==> config.mk <==
export PLATFORM = sky130hd
export DESIGN_NAME = seq_decoder_scan_flat
export DESIGN_NICKNAME = d
export VERILOG_FILES = /design/src/rtl/seq_decoder_scan_pkg.sv /design/src/rtl/seq_decoder_scan_if.sv /design/src/rtl/seq_decoder_scan_onehot_dec.sv /design/src/rtl/seq_decoder_scan.sv /design/src/flat_wrapper.sv
export SDC_FILE = /design/constraint.sdc
export NUM_CORES = 1
export LEC_CHECK = 0
export CAP_MARGIN = 20
export CORE_ASPECT_RATIO = 0.5
export CORE_UTILIZATION = 51
export CTS_CLUSTER_DIAMETER = 80
export DETAILED_ROUTE_END_ITERATION = 6
export GPL_ROUTABILITY_DRIVEN = 0
export PLACE_DENSITY = 0.79
export SETUP_SLACK_MARGIN = 0.4
export SYNTH_ARGS = -nofsm -noshare
export SYNTH_HDL_FRONTEND = slang
export SYNTH_SLANG_ARGS = --single-unit
==> constraint.sdc <==
create_clock -name clk -period 2.1 [get_ports clk]
set_input_delay 0.42 -clock clk [delete_from_list [all_inputs] [get_ports clk]]
set_output_delay 0.42 -clock clk [all_outputs]
set_load 0.01 [all_outputs]
==> src/rtl/seq_decoder_scan_pkg.sv <==
// Shared types and defaults for the registered one-hot decoder / line scanner.
package seq_decoder_pkg;

    localparam int DEF_SEL_W   = 3;
    localparam int DEF_DWELL_W = 8;

    typedef enum logic {
        ST_IDLE = 1'b0,
        ST_SCAN = 1'b1
    } state_e;

    localparam logic MODE_DIRECT = 1'b0;
    localparam logic MODE_SCAN   = 1'b1;

endpackage

==> src/rtl/seq_decoder_scan_if.sv <==
// Control/output bundle of seq_decoder_scan; master drives controls, slave is the decoder.
interface seq_decoder_scan_if
    import seq_decoder_pkg::*;
#(
    parameter int SEL_W   = DEF_SEL_W,
    parameter int DWELL_W = DEF_DWELL_W
);

    logic                  en;
    logic                  mode;
    logic [SEL_W-1:0]      sel;
    logic                  start;
    logic [DWELL_W-1:0]    dwell;
    logic [2**SEL_W-1:0]   out;
    logic [SEL_W-1:0]      idx;
    logic                  busy;
    logic                  wrap;

    modport master (
        output en, mode, sel, start, dwell,
        input  out, idx, busy, wrap
    );

    modport slave (
        input  en, mode, sel, start, dwell,
        output out, idx, busy, wrap
    );

endinterface

==> src/rtl/seq_decoder_scan_onehot_dec.sv <==
// Combinational index to one-hot decoder shared by the direct and scan paths.
module onehot_dec #(
    parameter int SEL_W = 3
) (
    input  logic [SEL_W-1:0]    idx,
    output logic [2**SEL_W-1:0] onehot
);

    always_comb begin
        onehot      = '0;
        onehot[idx] = 1'b1;
    end

endmodule

==> src/rtl/seq_decoder_scan.sv <==
// Registered one-hot decoder with direct-decode and auto-scan modes.
// Build option SEQ_DECODER_SCAN_ONESHOT_EN: a scan stops after one full sweep.
module seq_decoder_scan
    import seq_decoder_pkg::*;
#(
    parameter int SEL_W   = DEF_SEL_W,
    parameter int DWELL_W = DEF_DWELL_W
) (
    input logic               clk,
    input logic               rst,
    seq_decoder_scan_if.slave bus
);

    localparam int OUT_W = 2**SEL_W;

    state_e               state_q, state_d;
    logic [OUT_W-1:0]     out_q, out_d, dec_out;
    logic [SEL_W-1:0]     idx_q, idx_d, idx_inc, dec_idx;
    logic                 busy_q, busy_d;
    logic                 wrap_q, wrap_d;
    logic [DWELL_W-1:0]   count_q, count_d;
    logic [DWELL_W-1:0]   cap_q, cap_d;
    logic                 stepping, line_done, sweep_done;

`ifdef SEQ_DECODER_SCAN_ONESHOT_EN
    logic [SEL_W-1:0]     first_q, first_d;
`endif

    assign idx_inc   = idx_q + 1'b1;
    assign stepping  = (state_q == ST_SCAN) && bus.en && (bus.mode == MODE_SCAN) && !bus.start;
    assign line_done = (count_q == '0);

`ifdef SEQ_DECODER_SCAN_ONESHOT_EN
    // The sweep is over when the line just before the start line finishes its dwell.
    assign sweep_done = stepping && line_done && (idx_inc == first_q);
`else
    assign sweep_done = 1'b0;
`endif

    assign dec_idx = stepping ? idx_inc : bus.sel;

    onehot_dec #(.SEL_W(SEL_W)) u_dec (
        .idx    (dec_idx),
        .onehot (dec_out)
    );

    always_ff @(posedge clk) begin
        if (rst) begin
            state_q <= ST_IDLE;
            out_q   <= '0;
            idx_q   <= '0;
            busy_q  <= 1'b0;
            wrap_q  <= 1'b0;
            count_q <= '0;
            cap_q   <= '0;
`ifdef SEQ_DECODER_SCAN_ONESHOT_EN
            first_q <= '0;
`endif
        end else begin
            state_q <= state_d;
            out_q   <= out_d;
            idx_q   <= idx_d;
            busy_q  <= busy_d;
            wrap_q  <= wrap_d;
            count_q <= count_d;
            cap_q   <= cap_d;
`ifdef SEQ_DECODER_SCAN_ONESHOT_EN
            first_q <= first_d;
`endif
        end
    end

    always_comb begin
        state_d = state_q;
        if (!bus.en || bus.mode == MODE_DIRECT) begin
            state_d = ST_IDLE;
        end else if (bus.start) begin
            state_d = ST_SCAN;
        end else if (sweep_done) begin
            state_d = ST_IDLE;
        end
    end

    // Priority: disable, direct decode (also the mode-change exit), start, stepping.
    always_comb begin
        out_d   = out_q;
        idx_d   = idx_q;
        busy_d  = busy_q;
        wrap_d  = 1'b0;
        count_d = count_q;
        cap_d   = cap_q;
`ifdef SEQ_DECODER_SCAN_ONESHOT_EN
        first_d = first_q;
`endif
        if (!bus.en) begin
            out_d  = '0;
            busy_d = 1'b0;
        end else if (bus.mode == MODE_DIRECT) begin
            out_d  = dec_out;
            idx_d  = bus.sel;
            busy_d = 1'b0;
        end else if (bus.start) begin
            out_d   = dec_out;
            idx_d   = bus.sel;
            busy_d  = 1'b1;
            count_d = bus.dwell;
            cap_d   = bus.dwell;
`ifdef SEQ_DECODER_SCAN_ONESHOT_EN
            first_d = bus.sel;
`endif
        end else if (state_q == ST_SCAN) begin
            if (sweep_done) begin
                out_d  = '0;
                busy_d = 1'b0;
            end else if (!line_done) begin
                count_d = count_q - 1'b1;
            end else begin
                out_d   = dec_out;
                idx_d   = idx_inc;
                count_d = cap_q;
                wrap_d  = &idx_q;
            end
        end else begin
            out_d  = '0;
            busy_d = 1'b0;
        end
    end

    assign bus.out  = out_q;
    assign bus.idx  = idx_q;
    assign bus.busy = busy_q;
    assign bus.wrap = wrap_q;

endmodule

==> src/flat_wrapper.sv <==
// flat-port wrapper written by rule: the top's interface ports become plain ports
module seq_decoder_scan_flat import seq_decoder_pkg::*;
#(
    parameter int SEL_W   = DEF_SEL_W,
    parameter int DWELL_W = DEF_DWELL_W
)
  (clk, rst, bus_en, bus_mode, bus_sel, bus_start, bus_dwell, bus_out, bus_idx, bus_busy, bus_wrap);
  seq_decoder_scan_if #(.SEL_W(SEL_W), .DWELL_W(DWELL_W)) bus_i ();
  input logic clk;
  input logic rst;
  input wire logic [$bits(bus_i.en)-1:0] bus_en;
  input wire logic [$bits(bus_i.mode)-1:0] bus_mode;
  input wire logic [$bits(bus_i.sel)-1:0] bus_sel;
  input wire logic [$bits(bus_i.start)-1:0] bus_start;
  input wire logic [$bits(bus_i.dwell)-1:0] bus_dwell;
  output wire logic [$bits(bus_i.out)-1:0] bus_out;
  output wire logic [$bits(bus_i.idx)-1:0] bus_idx;
  output wire logic [$bits(bus_i.busy)-1:0] bus_busy;
  output wire logic [$bits(bus_i.wrap)-1:0] bus_wrap;
  assign bus_i.en = bus_en;
  assign bus_i.mode = bus_mode;
  assign bus_i.sel = bus_sel;
  assign bus_i.start = bus_start;
  assign bus_i.dwell = bus_dwell;
  assign bus_out = bus_i.out;
  assign bus_idx = bus_i.idx;
  assign bus_busy = bus_i.busy;
  assign bus_wrap = bus_i.wrap;
  seq_decoder_scan #(.SEL_W(SEL_W), .DWELL_W(DWELL_W)) u_core (.clk(clk), .rst(rst), .bus(bus_i));
endmodule
==> qor.txt <==
Post-detail-place hpwl: 2840 um
Worst Skew: 0.0111 ns
# diodes: 0
Worst setup path end: u_core.count_q[7]
Syn_area_per_cell: 8.86 um^2
Max H-tree Level: 2
Max Fclk: 593 MHz
Worst setup margin: 0.415 ns
Final hold violation count: 0
Yosys warnings: 0
Post-Synth Simple-Gate Area: 0.236
Critical Path Fanout Max: 5
Net Switching: 0.389 mW
Synth Instances: 172
Largest net degree at the start of global routing: 12
Router iterations before antenna repair: 4
Crit end category: flip-flop
Post-Synth Adder-Cell Area: 0.0328
Routed vias/inst: 6.07
Area grow syn2layout: 38.1%
Peak VDD IR: 0.513 mV
Ports: 29
Switch share: 0.278
PD cells: 664 mW/mm^2
Clock sinks: 30
Die area: 0.00322 mm^2
Cell with the most instances after synthesis: dfxtp_1
CTS root buf: clkbuf_8
Worst min path class: flip-flop to flip-flop
Endpoints failing setup: 0
Post-route cell area: 0.00210 mm^2
CP Data Required Time: 2.26 ns
Overall power: 1.40 mW
Slew HR: 0.747
Final Max Tran Viols: 0
Initial Util: 0.561
Mux share of post-synthesis cell area: 0.0550
Routed WL per cell: 16.8 um
Core region area: 0.00272 mm^2
Top cells by area, synth: dfxtp_1 (39%), a21oi_1 (6.6%), a22o_1 (4.6%)
RR Startpoint: u_core.count_q[4]
R2R setup slack: 0.41 ns
Synth Area in XOR/XNOR: 0.0172
Leakage: 0.862 nW
EDFF count, synth: 0
Hold_buf cts: 0
TNS Setup: 0 ns
Clock share of power: 0.344
Largest family of logic cells by synthesized area: simple AND/OR/NAND/NOR gates
Comb pwr share: 0.216
Max Root-Sink Buffers: 2
DP Area: 0.00191 mm^2
Hold WS: 0.453 ns
Final wirelength: 4260 um
Vias in the first global route: 1427
Clock transition at the registers of the reported paths: 0.07 ns
RSZ-0062 raised after global routing: yes
Int Pwr: 1.01 mW
GRT overflow: 0
Distinct cells, synth: 40
Synth area leader: dfxtp_1
Post-synthesis compound-gate area fraction: 0.228
CTS tree: built
Total number of vias: 1536
Nets: 235
Clk_lat worst skew: 0.29 ns
Area fraction of the dominant cell type after synthesis: 0.394
Synth Net Count: 192
Sequential share of power: 0.440
Fin crit period: 1.69 ns
DRC errors left: 0
Global-route wire length before repair: 6550 um
R2R cell count: 4
Register area share after synthesis: 0.394
Cell Area, Synth: 0.00152 mm^2
Pre-CTS setup slack: 0.119 ns
CP startpoint: u_core.count_q[4]
Critical setup path kind: flip-flop to flip-flop
Share of cells above drive strength 1: 0.204
First DRT Iteration DRCs: 88
Die Height: 40.7 um
Port bufs: 28
Critical Path AT: 1.85 ns
Row count: 13
GRT Overall Usage: 0.284
Max_cap viols: 0
Worst reg2reg endpoint: u_core.count_q[7]
Startpoint types: flip-flop
Tcrit/Tclk final: 0.802
Asr flop ratio synth: 0
Initial antenna violation count: 0
Status: complete, no violations
Top_reg_cell synth: dfxtp_1
Cts bufs inserted: 5
Commonest cells post-synth: dfxtp_1 (30), a21oi_1 (20), nand2_1 (18), a22o_1 (8), nand3b_1 (8)
Worst Tran Pin Value: 0.376 ns
Die width: 79.3 um
Final ANT Viol Nets: 0
Flops & latches, synth: 30
-- metal layers --
layer / routed length, um / global-route usage / up-vias
met5: 0 / 0 / -
met4: 99 / 0.141 / 0
met3: 289 / 0.0956 / 17
met2: 1970 / 0.483 / 64
met1: 1900 / 0.339 / 731
li1: - / - / 724
-- flip-flops by register name, summed over array words and instances, names as in the netlist --
name and flops:
u_core.bus.out 8, u_core.cap_q 8, u_core.count_q 8, u_core.bus.idx 3, u_core.bus.busy 1, u_core.bus.wrap 1
u_core.state_q 1
-- worst min-delay path by stage --
stage / start / to / cells after the start
5_1_grt: u_core.cap_q[5] / u_core.cap_q[5] / 2
3_5_place_dp: u_core.cap_q[0] / u_core.cap_q[0] / 2
4_1_cts: u_core.cap_q[0] / u_core.cap_q[0] / 2
2_1_floorplan: u_core.cap_q[7] / u_core.cap_q[7] / 2
3_3_place_gp: u_core.bus.busy / u_core.bus.busy / 1
6_report: u_core.cap_q[0] / u_core.cap_q[0] / 2
-- per-stage QoR --
step	cells	utilization
floorplan	172	-
global placement	239	0.702
detailed placement	239	0.702
CTS	250	0.750
global route	253	0.775
finish	253	0.775
-- placed cells by master (no fill, tap or decap), types with 4 or more instances in the layout --
master and instances:
a211oi_1 4, a21oi_1 19, a22o_1 8, a31oi_1 5
buf_4 17, clkbuf_8 6, clkdlybuf4s50_1 25, dfxtp_1 27
mux2i_1 5, nand2_1 18, nand3_1 4, nand3b_1 8
nor2_1 5, nor3_1 4, o21ai_0 6, or3_1 5
-- repair_timing --
item | 4_1_cts | 5_1_grt
pin swaps | 2 | 12
gates resized for setup | 6 | 12
buffers inserted | 3 | 3
hold endpoints to repair | 0 | 0
setup endpoints to repair | 11 | 14
-- critical path, cell delays in order (launching register included) --
cell and delay, ns:
dfxtp_1 0.39, or4_4 0.57, nor2_2 0.17, a31oi_1 0.13
a32o_1 0.29
-- area by class of cell --
type	count	area, um^2
clock inverters	1	5.00
clock buffers	7	86.3
well taps	37	46.3
fillers	189	612
repair buffers	46	427
flip-flops and latches	30	607
inverters	4	17.5
multi-input cells	128	916
-- logic make-up (layout without fill, tap and decap cells) --
family | after synthesis | count (layout)
AND/OR/NAND/NOR | 60 | 60
AO/OA/AOI/OAI | 53 | 53
flip-flops | 30 | 30
buffers and inverters | 14 | 58
multiplexers | 8 | 8
adder cells (fa/ha/maj) | 4 | 4
XOR/XNOR | 3 | 3
-- power by group through the flow --
stage                     registers [mW]  logic (mW)  clock network [mW]
after detailed placement           0.622       0.259                   0
after global placement             0.621       0.254                   0
final                              0.614       0.302               0.481
after global routing               0.616       0.326               0.517
after CTS                          0.610       0.282               0.486
after floorplan                    0.620       0.165                   0
Power figures use the tool's default switching activity.
